**src/rtl/sp_prefetch.sv**
```systemverilog
// Sprite prefetcher: fetches job_len words from a toggle-handshake SDRAM port into a small FIFO.
// Latency: first sp_req toggle the cycle after job_start; out_valid one cycle after each ack match.
// Backpressure: out_ready=0 fills the FIFO and stalls further requests; nothing is dropped.
//
// Ports:
//   clk, reset                 system clock, synchronous active-high reset
//   job_start/job_addr/job_len start a job (len 0 = 256 words); job_busy high while working
//   sp_addr/sp_req/sp_ack/sp_q toggle-handshake read port (one request outstanding)
//   out_data/out_valid/out_ready/out_last  valid-ready output stream, last tags final word
module sp_prefetch #(
  parameter int FIFO_DEPTH = 4
) (
  input  logic        clk,
  input  logic        reset,
  input  logic        job_start,
  input  logic [19:0] job_addr,
  input  logic [7:0]  job_len,
  output logic        job_busy,
  output logic [19:0] sp_addr,
  output logic        sp_req,
  input  logic        sp_ack,
  input  logic [31:0] sp_q,
  output logic [31:0] out_data,
  output logic        out_valid,
  input  logic        out_ready,
  output logic        out_last
);

  localparam int PW = $clog2(FIFO_DEPTH);
  localparam int CW = PW + 1;

  typedef enum logic [2:0] {
    S_IDLE,
    S_FETCH,
    S_WAIT,
    S_DRAIN,
    S_FLUSH
  } state_t;

  state_t      state;
  logic [19:0] addr_cnt;
  logic [8:0]  remaining;
  logic [19:0] sp_addr_q;
  // Never reset: clearing it would look like a new request to the toggle port.
  logic        sp_req_q = 1'b0;

  logic [31:0]           mem_dat [FIFO_DEPTH];
  logic [FIFO_DEPTH-1:0] mem_last;
  logic [PW-1:0]         wr_ptr;
  logic [PW-1:0]         rd_ptr;
  logic [CW-1:0]         fifo_count;

  logic ack_match;
  logic push;
  logic pop;
  logic can_issue;

  assign ack_match = (sp_ack == sp_req_q);
  assign out_valid = (fifo_count != '0);
  assign pop       = out_valid && out_ready;
  assign push      = (state == S_WAIT) && ack_match;
  // Issue only while at least one slot stays free for the outstanding word,
  // so a push can never hit a full FIFO.
  assign can_issue = ((32'(fifo_count) + 1) <= (FIFO_DEPTH - 1)) || pop;

  assign out_data = out_valid ? mem_dat[rd_ptr] : 32'd0;
  assign out_last = out_valid && mem_last[rd_ptr];
  assign sp_addr  = sp_addr_q;
  assign sp_req   = sp_req_q;
  assign job_busy = (state != S_IDLE);

  // FIFO storage: no reset needed, the head is masked while empty.
  always_ff @(posedge clk) begin
    if (push) begin
      mem_dat[wr_ptr]  <= sp_q;
      mem_last[wr_ptr] <= (remaining == 9'd1);
    end
  end

  // FIFO pointers and occupancy; pointers wrap naturally at the power-of-2 depth.
  always_ff @(posedge clk) begin
    if (reset) begin
      wr_ptr     <= '0;
      rd_ptr     <= '0;
      fifo_count <= '0;
    end else begin
      if (push) wr_ptr <= wr_ptr + 1'b1;
      if (pop)  rd_ptr <= rd_ptr + 1'b1;
      case ({push, pop})
        2'b10:   fifo_count <= fifo_count + 1'b1;
        2'b01:   fifo_count <= fifo_count - 1'b1;
        default: fifo_count <= fifo_count;
      endcase
    end
  end

  always_ff @(posedge clk) begin
    if (reset) begin
      state     <= S_IDLE;
      addr_cnt  <= '0;
      remaining <= '0;
      sp_addr_q <= '0;
    end else begin
      case (state)
        S_IDLE: begin
          if (!ack_match) begin
            // A request was in flight when reset hit; wait it out.
            state <= S_FLUSH;
          end else if (job_start) begin
            // The FIFO is always empty in IDLE, so the first fetch is issued
            // directly from here to get the toggle out one cycle after job_start.
            addr_cnt  <= job_addr;
            remaining <= (job_len == 8'd0) ? 9'd256 : {1'b0, job_len};
            sp_addr_q <= job_addr;
            sp_req_q  <= ~sp_req_q;
            state     <= S_WAIT;
          end
        end
        S_FETCH: begin
          if (can_issue) begin
            sp_addr_q <= addr_cnt;
            sp_req_q  <= ~sp_req_q;
            state     <= S_WAIT;
          end
        end
        S_WAIT: begin
          if (ack_match) begin
            addr_cnt  <= addr_cnt + 20'd1;
            remaining <= remaining - 9'd1;
            state     <= (remaining > 9'd1) ? S_FETCH : S_DRAIN;
          end
        end
        S_DRAIN: begin
          if (pop && out_last) state <= S_IDLE;
        end
        S_FLUSH: begin
          // Returned data is discarded.
          if (ack_match) state <= S_IDLE;
        end
        default: state <= S_IDLE;
      endcase
    end
  end

endmodule

```
**config.mk**
```make
export PLATFORM = sky130hd
export DESIGN_NAME = sp_prefetch
export DESIGN_NICKNAME = d
export VERILOG_FILES = /design/src/rtl/sp_prefetch.sv
export SDC_FILE = /design/constraint.sdc
export NUM_CORES = 1
export LEC_CHECK = 0
export ABC_AREA = 1
export CORE_UTILIZATION = 35
export DETAILED_ROUTE_END_ITERATION = 12
export DONT_BUFFER_PORTS = 1
export SYNTH_ARGS = -nofsm -noshare
export SYNTH_HDL_FRONTEND = slang
export SYNTH_SLANG_ARGS = --single-unit
```
**constraint.sdc**
```tcl
create_clock -name clk -period 7.6 [get_ports clk]
set_input_delay 0.76 -clock clk [delete_from_list [all_inputs] [get_ports clk]]
set_output_delay 0.76 -clock clk [all_outputs]
set_load 0.02 [all_outputs]
```
# == Yosys cells after proc, flatten, opt, wreduce, memory -nomap -nowiden ==
# Memory sizes are Yosys's and may differ from the RTL's. A register that Yosys moved wholly into a read port is not among the register bits.
# Index checks and enable logic that the tools add are counted.
# totals
ff_bits,64
ramBits,128
in_bits,65
output_inout_bits,56
elab_cells,90
memories,1
# classes
add_sub_neg,7
magnitude_cmp,5
n_eq_ne,15
muxes,34
bitwise_logic,2
reduce_logical,17
# mem_list
name,words,width,rd,rd_ports_with_merged_regs,write_ports,line_no,rtl
mem_dat,4,32,1,1,1,47,logic [31:0] mem_dat [FIFO_DEPTH];
# op_table
cell,count
2-to-1 mux 20 bit,4
one-hot mux 20 bit (2 select lines),2
2-to-1 mux 9 bit,4
2-to-1 mux 32 bit,1
"adder 20 x 1 -> 20 bit, second input constant",1
2-to-1 mux 3 bit,6
one-hot mux 9 bit (2 select lines),1
one-hot mux 3 bit (5 select lines),1
"inequality test 2 bit, second input constant",6
AND reduction 5 bit,2
"== test 9 x 1 -> 1 bit, second input constant",1
"> comparator 9 x 1 -> 1 bit, second input constant",1
"subtractor 9 x 1 -> 9 bit, second input constant",1
logical NOT 8 bit,1
AND reduction 4 bit,2
2-to-1 mux 1 bit,7
"== test 3 x 2 -> 1 bit, second input constant",2
"less-than comparator 2 x 3 -> 1 bit, second input constant",2
2-to-1 mux 2 bit,3
one-hot mux 3 bit (2 select lines),1
nonzero test 2 bit,3
nonzero test 3 bit,2
logical AND 1 bit,5
"adder 2 x 1 -> 2 bit, second input constant",2
18 further kinds,19

# == Logic depth before layout (Yosys ltp) ==
# Gate-level depths: netlist of the first run.
# depth
word_depth,6
mapped_depth,11
ltp_nobuf,11

# == Worst setup path after synthesis of the first run ==
# Ideal clock, no wire load.
# synth_timing
path_kind,input-to-reg
from,input port sp_ack
to,"memory mem_dat[0][0], enable pin"
setup_ns,0.423
arrival_time_ns,2.680
required_ns,7.177
path_slack_ns,4.497
cell_stages,4
n_path_buf,0
cell_sequence,xor2_1 nor2_1 clkinv_1 nor2_1
# synth_between
elab_chain_len,4
# synth_lines
element,line_no,rtl
from (decl),21,"input logic sp_ack,"
== test 1 bit,58,assign ack_match = (sp_ack == sp_req_q);
logical AND 1 bit,61,assign push = (state == S_WAIT) && ack_match;
2-to-1 mux 1 bit,74,if (push) begin
2-to-1 mux 1 bit (not written as such),75,mem_dat[wr_ptr] <= sp_q;
to (decl),47,
# No other way between the ends.

# == Worst setup path in the final report of the first run ==
# layout_timing
from,register state[1]
to,"memory mem_dat[1][12], enable pin"
# layout_between
elab_chain_len,4
# layout_lines
element,line_no,rtl
from (decl),40,state_t state;
from (signal assigned),130,state <= (remaining > 9'd1) ? S_FETCH : S_DRAIN;
== test 3 x 2 -> 1 bit,61,
logical AND 1 bit,61,
2-to-1 mux 1 bit,74,
2-to-1 mux 1 bit (not written as such),75,
# No other way between the ends.

==> flow_summary.yaml, run 1 <==
yosys:
  count_of_state_elements_after_synthesis: 194
  synthCells: 956
  synth.distinct_cells: 39
  yosysSeqAreaShare_pct: 59.9
  synthesis.area_um2: 8710
  average_cell_area_after_synthesis_um2: 9.11
  yosysWarningCount: 0
  postSynthNetCount: 1030
cts:
  clockRootBuffer: "sky130_fd_sc_hd__clkbuf_16"
  clk_pin_slew_worst_paths_ns: 0.08
  post_cts_resized: 0
  insertion_delay_ns: 0.43
  cts.path.max_buffers: 2
  h-tree-depth: 4
  numCtsBuffers: 17
  cts_tree: "built"
  cts.repair_timing.setup_buffer_count: 0
  hold_buffers: 0
  cts.sinks: 194
floorplanning:
  io_pins: 121
  die_area_um2: 25500
  fp-row-count: 57
  die_h_um: 160
  floorplan.initialDensity_pct: 35.7
  core-area_um2: 24400
  die_width_um: 160
setup_path:
  timing.critical_path.to: "mem_dat[1][12]"
  setup.worst_path.start: "state[1]"
  arrival_ns: 3.65
  internal_reg_to_reg_setup_slack_ns: 3.99
  critical_path.startpoint_type: "flip-flop"
  crit_path_end_kind: "flip-flop"
  critical_path_required_ns: 7.65
  reg2reg_to: "mem_dat[1][12]"
  reg2reg_from: "state[1]"
  critical_setup_path_kind: "reg -> reg"
  max_fo_critical_path: 33
  reg2reg_depth: 4
placed_design:
  detailedPlacementHpwl_mm: 13.0
  dp_worst_slack_ns: 3.96
  postPlaceCellArea_um2: 8950
  post-place-cells: 1238
  routabilityCongestion: 0.819
  portBuffers: 0
final_layout:
  layout.core_utilization_pct: 39.1
  diodes: 0
  final-instance-count-excl-fill: 1270
  ff_latch_area_um2: 5220
  final.fill_count: 2458
  finish.instance_area_um2: 9550
  multi_input_area_um2: 2990
  area_growth_pct: 9.56
  drive_above_1_share_pct: 6.34
  layout.nets: 1007
worst_hold_path:
  hold_class: "in -> reg"
  worst_hold_path.num_cells: 1
sta:
  worst_clock_skew_ns: 0.0140
  final_worst_setup_slack_ns: 3.99
  fmaxAchievable_ghz: 0.277
  setup_violations: 0
  sum_of_negative_setup_slack_ns: 0
  slew-limit-headroom_pct: 24.8
  worst_pin_slew_ns: 1.13
  finalCritPeriodShare_pct: 47.4
  final-hold-violation-count: 0
  report.final.slew_viol_count: 0
  setup_repair_after_global_routing_missed_its_margin: "no"
  finalHoldWorstSlack_ns: 0.378
  timing.final.crit_period_ns: 3.61
pwr:
  netSwitchingPower_mw: 1.24
  p_comb_share_pct: 27.5
  pwr-share-seq_pct: 44.4
  vdd.ir_drop.worst_mv: 0.148
  internal-power_mw: 1.94
  p_leak_nw: 3.33
  netSwitchingFraction_pct: 39.0
  power.share.clock_pct: 28.1
  power_density_nw_per_um2: 334
  design_power_total_mw: 3.19
grt:
  maximum_number_of_pins_on_one_net_before_global_route_repair: 66
  number_of_global_route_vias_before_repair: 6038
  antenna_found_initial: 0
  grt_overall_usage_pct: 16.1
  total_gr_overflow: 0
  grt_pass1_wl_mm: 32.4
detailed_routing:
  post-route-drc-count: 0
  detailedRoute.firstIterationViolations: 346
  wl_mm: 20.1
  routed_wire_length_per_instance_um: 15.8
  drt_pre_antenna_iters: 5
  avgViaCountPerCell: 4.90
  detailroute.via_count: 6226
  detail-route-antenna-nets: 0
run:
  max_cap_viols: 0
run_status:
  run_status: "complete, no violations"
cell families (layout without fill, tap and decap cells):
group           after synthesis  after routing  share of synthesized area [%]
compound gates              229            229                           13.6
xor+xnor                      6              6                          0.603
fa+ha+maj                     9              9                           1.38
buf+inv                     126            116                           6.19
flops                       194            194                           59.9
simple gates                392            392                           18.4
cells in the mapped netlist (all sizes together):
library cell | number | area, µm²
nor3 | 7 | 51.3
buf | 24 | 154
o22ai | 1 | 6.26
clkinv | 2 | 7.51
o211ai | 3 | 22.5
nor2 | 194 | 738
edfxtp | 133 | 3990
and2 | 2 | 12.5
o221ai | 1 | 15.0
nor4 | 2 | 12.5
fa | 1 | 20.0
xor2 | 5 | 43.8
dfxtp | 61 | 1220
inv | 77 | 292
a21oi | 83 | 415
nand4 | 2 | 12.5
a211oi | 2 | 15.0
or2 | 2 | 12.5
o21ai | 131 | 656
clkbuf | 23 | 86.3
xnor2 | 1 | 8.76
ha | 8 | 100
nand3 | 35 | 203
a31oi | 6 | 37.5
o31ai | 2 | 15.0
nand2 | 148 | 561
final cells by class:
cell class	instances	share of cell area, %
tap	324	4.25
clock buffer	17	4.46
inverter	79	3.13
timing repair buffer	5	0.393
sequential	194	54.6
multi-input combinational	636	31.3
clock inverter	15	1.82
flip-flops by register name, summed over array words and instances (netlist names), named ones only:
register and flops:
mem_last 4, rd_ptr 2, fifo_count 3, sp_addr 20
mem_dat 128, sp_req 1, wr_ptr 2, addr_cnt 20
state 3, remaining 9
worst min-delay path by stage:
stage                        end         start
global route        remaining[5]         reset
CTS                 remaining[4]         reset
finish              remaining[4]         reset
global placement    addr_cnt[19]  addr_cnt[19]
floorplan            addr_cnt[4]   addr_cnt[4]
detailed placement  addr_cnt[19]  addr_cnt[19]
layout by cell type, fill, tap and decap left out, types with 6 or more instances in the layout:
cell type,Yosys,layout
sky130_fd_sc_hd__nor2_1,190,186
sky130_fd_sc_hd__nand2_1,146,146
sky130_fd_sc_hd__edfxtp_1,133,133
sky130_fd_sc_hd__o21ai_0,87,87
sky130_fd_sc_hd__a21oi_1,83,83
sky130_fd_sc_hd__inv_1,72,72
sky130_fd_sc_hd__dfxtp_1,61,60
sky130_fd_sc_hd__o21ai_1,44,44
sky130_fd_sc_hd__nand3_1,31,31
sky130_fd_sc_hd__clkbuf_16,0,17
sky130_fd_sc_hd__ha_1,8,8
sky130_fd_sc_hd__inv_6,0,7
sky130_fd_sc_hd__a31oi_1,6,6
layer usage:
layer  vias to the layer above  GRT usage [%]  share of wire (%)
met5                         -              0                  0
li1                       3171              -                  -
met1                      2868           20.0                 44
met2                       163           27.2                 48
met4                         0           5.54                1.6
met3                        24           4.31                6.6
power groups by stage:
stage	clock, mW	combinational (mW)	sequential [mW]
final	0.895	0.875	1.42
after global routing	0.956	0.999	1.43
after CTS	0.920	0.890	1.42
after detailed placement	0	0.886	1.44
after global placement	0	0.876	1.44
after floorplan	0	0.741	1.40
critical path, cell delays in order (launching register included):
cell                       delay (ns)
sky130_fd_sc_hd__dfxtp_1         0.78
sky130_fd_sc_hd__nand2_1         0.72
sky130_fd_sc_hd__nor2_1          0.37
sky130_fd_sc_hd__clkinv_1        0.40
sky130_fd_sc_hd__nor2_4          0.90
Note: power is estimated with default switching activity, not from simulation.
==> run 2, diff against run 1 <==
==> constraint.sdc (replaced) <==
create_clock -name clk -period 3.05 [get_ports clk]
set_input_delay 0.305 -clock clk [delete_from_list [all_inputs] [get_ports clk]]
set_output_delay 0.305 -clock clk [all_outputs]
set_load 0.02 [all_outputs]
==> flow_summary.yaml, run 2 (synthesis gave the netlist of run 1 again) <==
run_status:
  run_status: "complete, no violations"
final_layout:
  layout.nets: 1083
  largest-register: "mem_dat"
  leading_cell_type_in_the_layout_fill_and_taps_excluded: "sky130_fd_sc_hd__nor2_1"
  final.fill_count: 2400
  largest_register_ffs: 128
  area_growth_pct: 17.5
  ff_latch_area_um2: 5220
  finish.instance_area_um2: 10200
  drive_above_1_share_pct: 10.2
  multi_input_area_um2: 2990
  diodes: 0
  most-common-layout-cells: "sky130_fd_sc_hd__nor2_1, sky130_fd_sc_hd__nand2_1, sky130_fd_sc_hd__edfxtp_1, sky130_fd_sc_hd__o21ai_0, sky130_fd_sc_hd__a21oi_1"
setup_path:
  critical_path_required_ns: 2.74
  worst_path_max_delay_cell: "sky130_fd_sc_hd__buf_4"
  critical_path.cell_chain: "buf_4 > nor2_1 > nor2_1 > o21ai_0 > a21oi_1 > buf_4"
  worst_path_largest_cell_delay_ns: 0.59
  critical_setup_path_kind: "reg -> out"
  crit_path_end_kind: "primary output"
  arrival_ns: 2.09
  critical_path.startpoint_type: "flip-flop"
  max_fo_critical_path: 64
floorplanning:
  io_pins: 121
  core-area_um2: 24400
  floorplan.initialDensity_pct: 35.7
  die_h_um: 160
  die_width_um: 160
  die_area_um2: 25500
  fp-row-count: 57
grt:
  grt_pass1_wl_mm: 33.2
  number_of_global_route_vias_before_repair: 6233
  total_gr_overflow: 0
  maximum_number_of_pins_on_one_net_before_global_route_repair: 65
  antenna_found_initial: 0
  grt_overall_usage_pct: 16.5
sta:
  fmaxAchievable_ghz: 0.418
  timing.final.crit_period_ns: 2.39
  worst_pin_slew_ns: 0.963
  final-hold-violation-count: 0
  finalCritPeriodShare_pct: 78.4
  setup_violations: 0
  sum_of_negative_setup_slack_ns: 0
  worst_clock_skew_ns: 0.0147
  finalHoldWorstSlack_ns: 0.0231
  final_worst_setup_slack_ns: 0.660
  report.final.slew_viol_count: 0
  setup_repair_after_global_routing_missed_its_margin: "no"
  slew-limit-headroom_pct: 35.6
cts:
  h-tree-depth: 4
  cts.repair_timing.setup_buffer_count: 0
  cts.path.max_buffers: 2
  post_cts_resized: 0
  cts.sinks: 194
  cts_tree: "built"
  clockRootBuffer: "sky130_fd_sc_hd__clkbuf_16"
  hold_buffers: 33
  clk_pin_slew_worst_paths_ns: 0.08
  insertion_delay_ns: 0.44
  numCtsBuffers: 17
detailed_routing:
  detailroute.via_count: 6572
  detailedRoute.firstIterationViolations: 353
  drt_pre_antenna_iters: 4
  routed_wire_length_per_instance_um: 15.2
  avgViaCountPerCell: 4.88
  post-route-drc-count: 0
  wl_mm: 20.5
  detail-route-antenna-nets: 0
pwr:
  vdd.ir_drop.worst_mv: 0.380
  p_leak_nw: 3.72
  power_density_nw_per_um2: 823
placed_design:
  portBuffers: 0
  routabilityCongestion: 0.820
  postPlaceCellArea_um2: 9270
  detailedPlacementHpwl_mm: 12.6
  dp_worst_slack_ns: 0.694
worst_hold_path:
  hold_class: "in -> reg"
run:
  max_cap_viols: 0
run 2: final timing paths:
path | cells after the start | slack, ns | from | end
max | 6 | 0.66 | flip-flop | out_data[18]
min | 2 | 0.02 | job_len[1] | remaining[1]
max reg2reg | 11 | 0.68 | sp_req | fifo_count[2]
min reg2reg | 2 | 0.49 | addr_cnt[19] | addr_cnt[19]
run 2: metal layers:
layer,vias to the layer above,global-route usage [%],share of wire [%]
met5,-,0,0
met4,0,5.32,1.3
met3,23,3.56,5.5
met2,149,27.2,47
met1,3073,21.6,46
li1,3327,-,-
run 2: report_power, final:
part / total [mW] / internal (mW) / leakage [nW] / switching [mW]
logic: 2.54 / 0.825 / 1.70 / 1.72
registers: 3.51 / 3.15 / 1.70 / 0.362
clock network: 2.37 / 1.21 / 0.310 / 1.16
total: 8.42 / 5.19 / 3.72 / 3.23
run 2: area by class of cell:
class	instances	share of cell area, %
well taps	324	3.96
flip-flops and latches	194	50.9
repair buffers	81	6.74
multi-input cells	636	29.2
inverters	79	2.92
clock inverters	15	2.10
clock buffers	17	4.15
run 2: per-stage QoR:
step                power [mW]  utilization, %  instances
floorplan                 5.35               -        956
global placement          6.05            38.0       1281
detailed placement        6.08            38.0       1281
CTS                       8.52            42.0       1346
global route              8.94            42.0       1346
finish                    8.42            42.0       1346
run 2: critical path: cells and delay by family (launching register included):
kind	cells	cell delay [ns]
compound gates	2	0.34
buf+inv	2	0.77
flops	1	0.33
simple gates	2	0.20
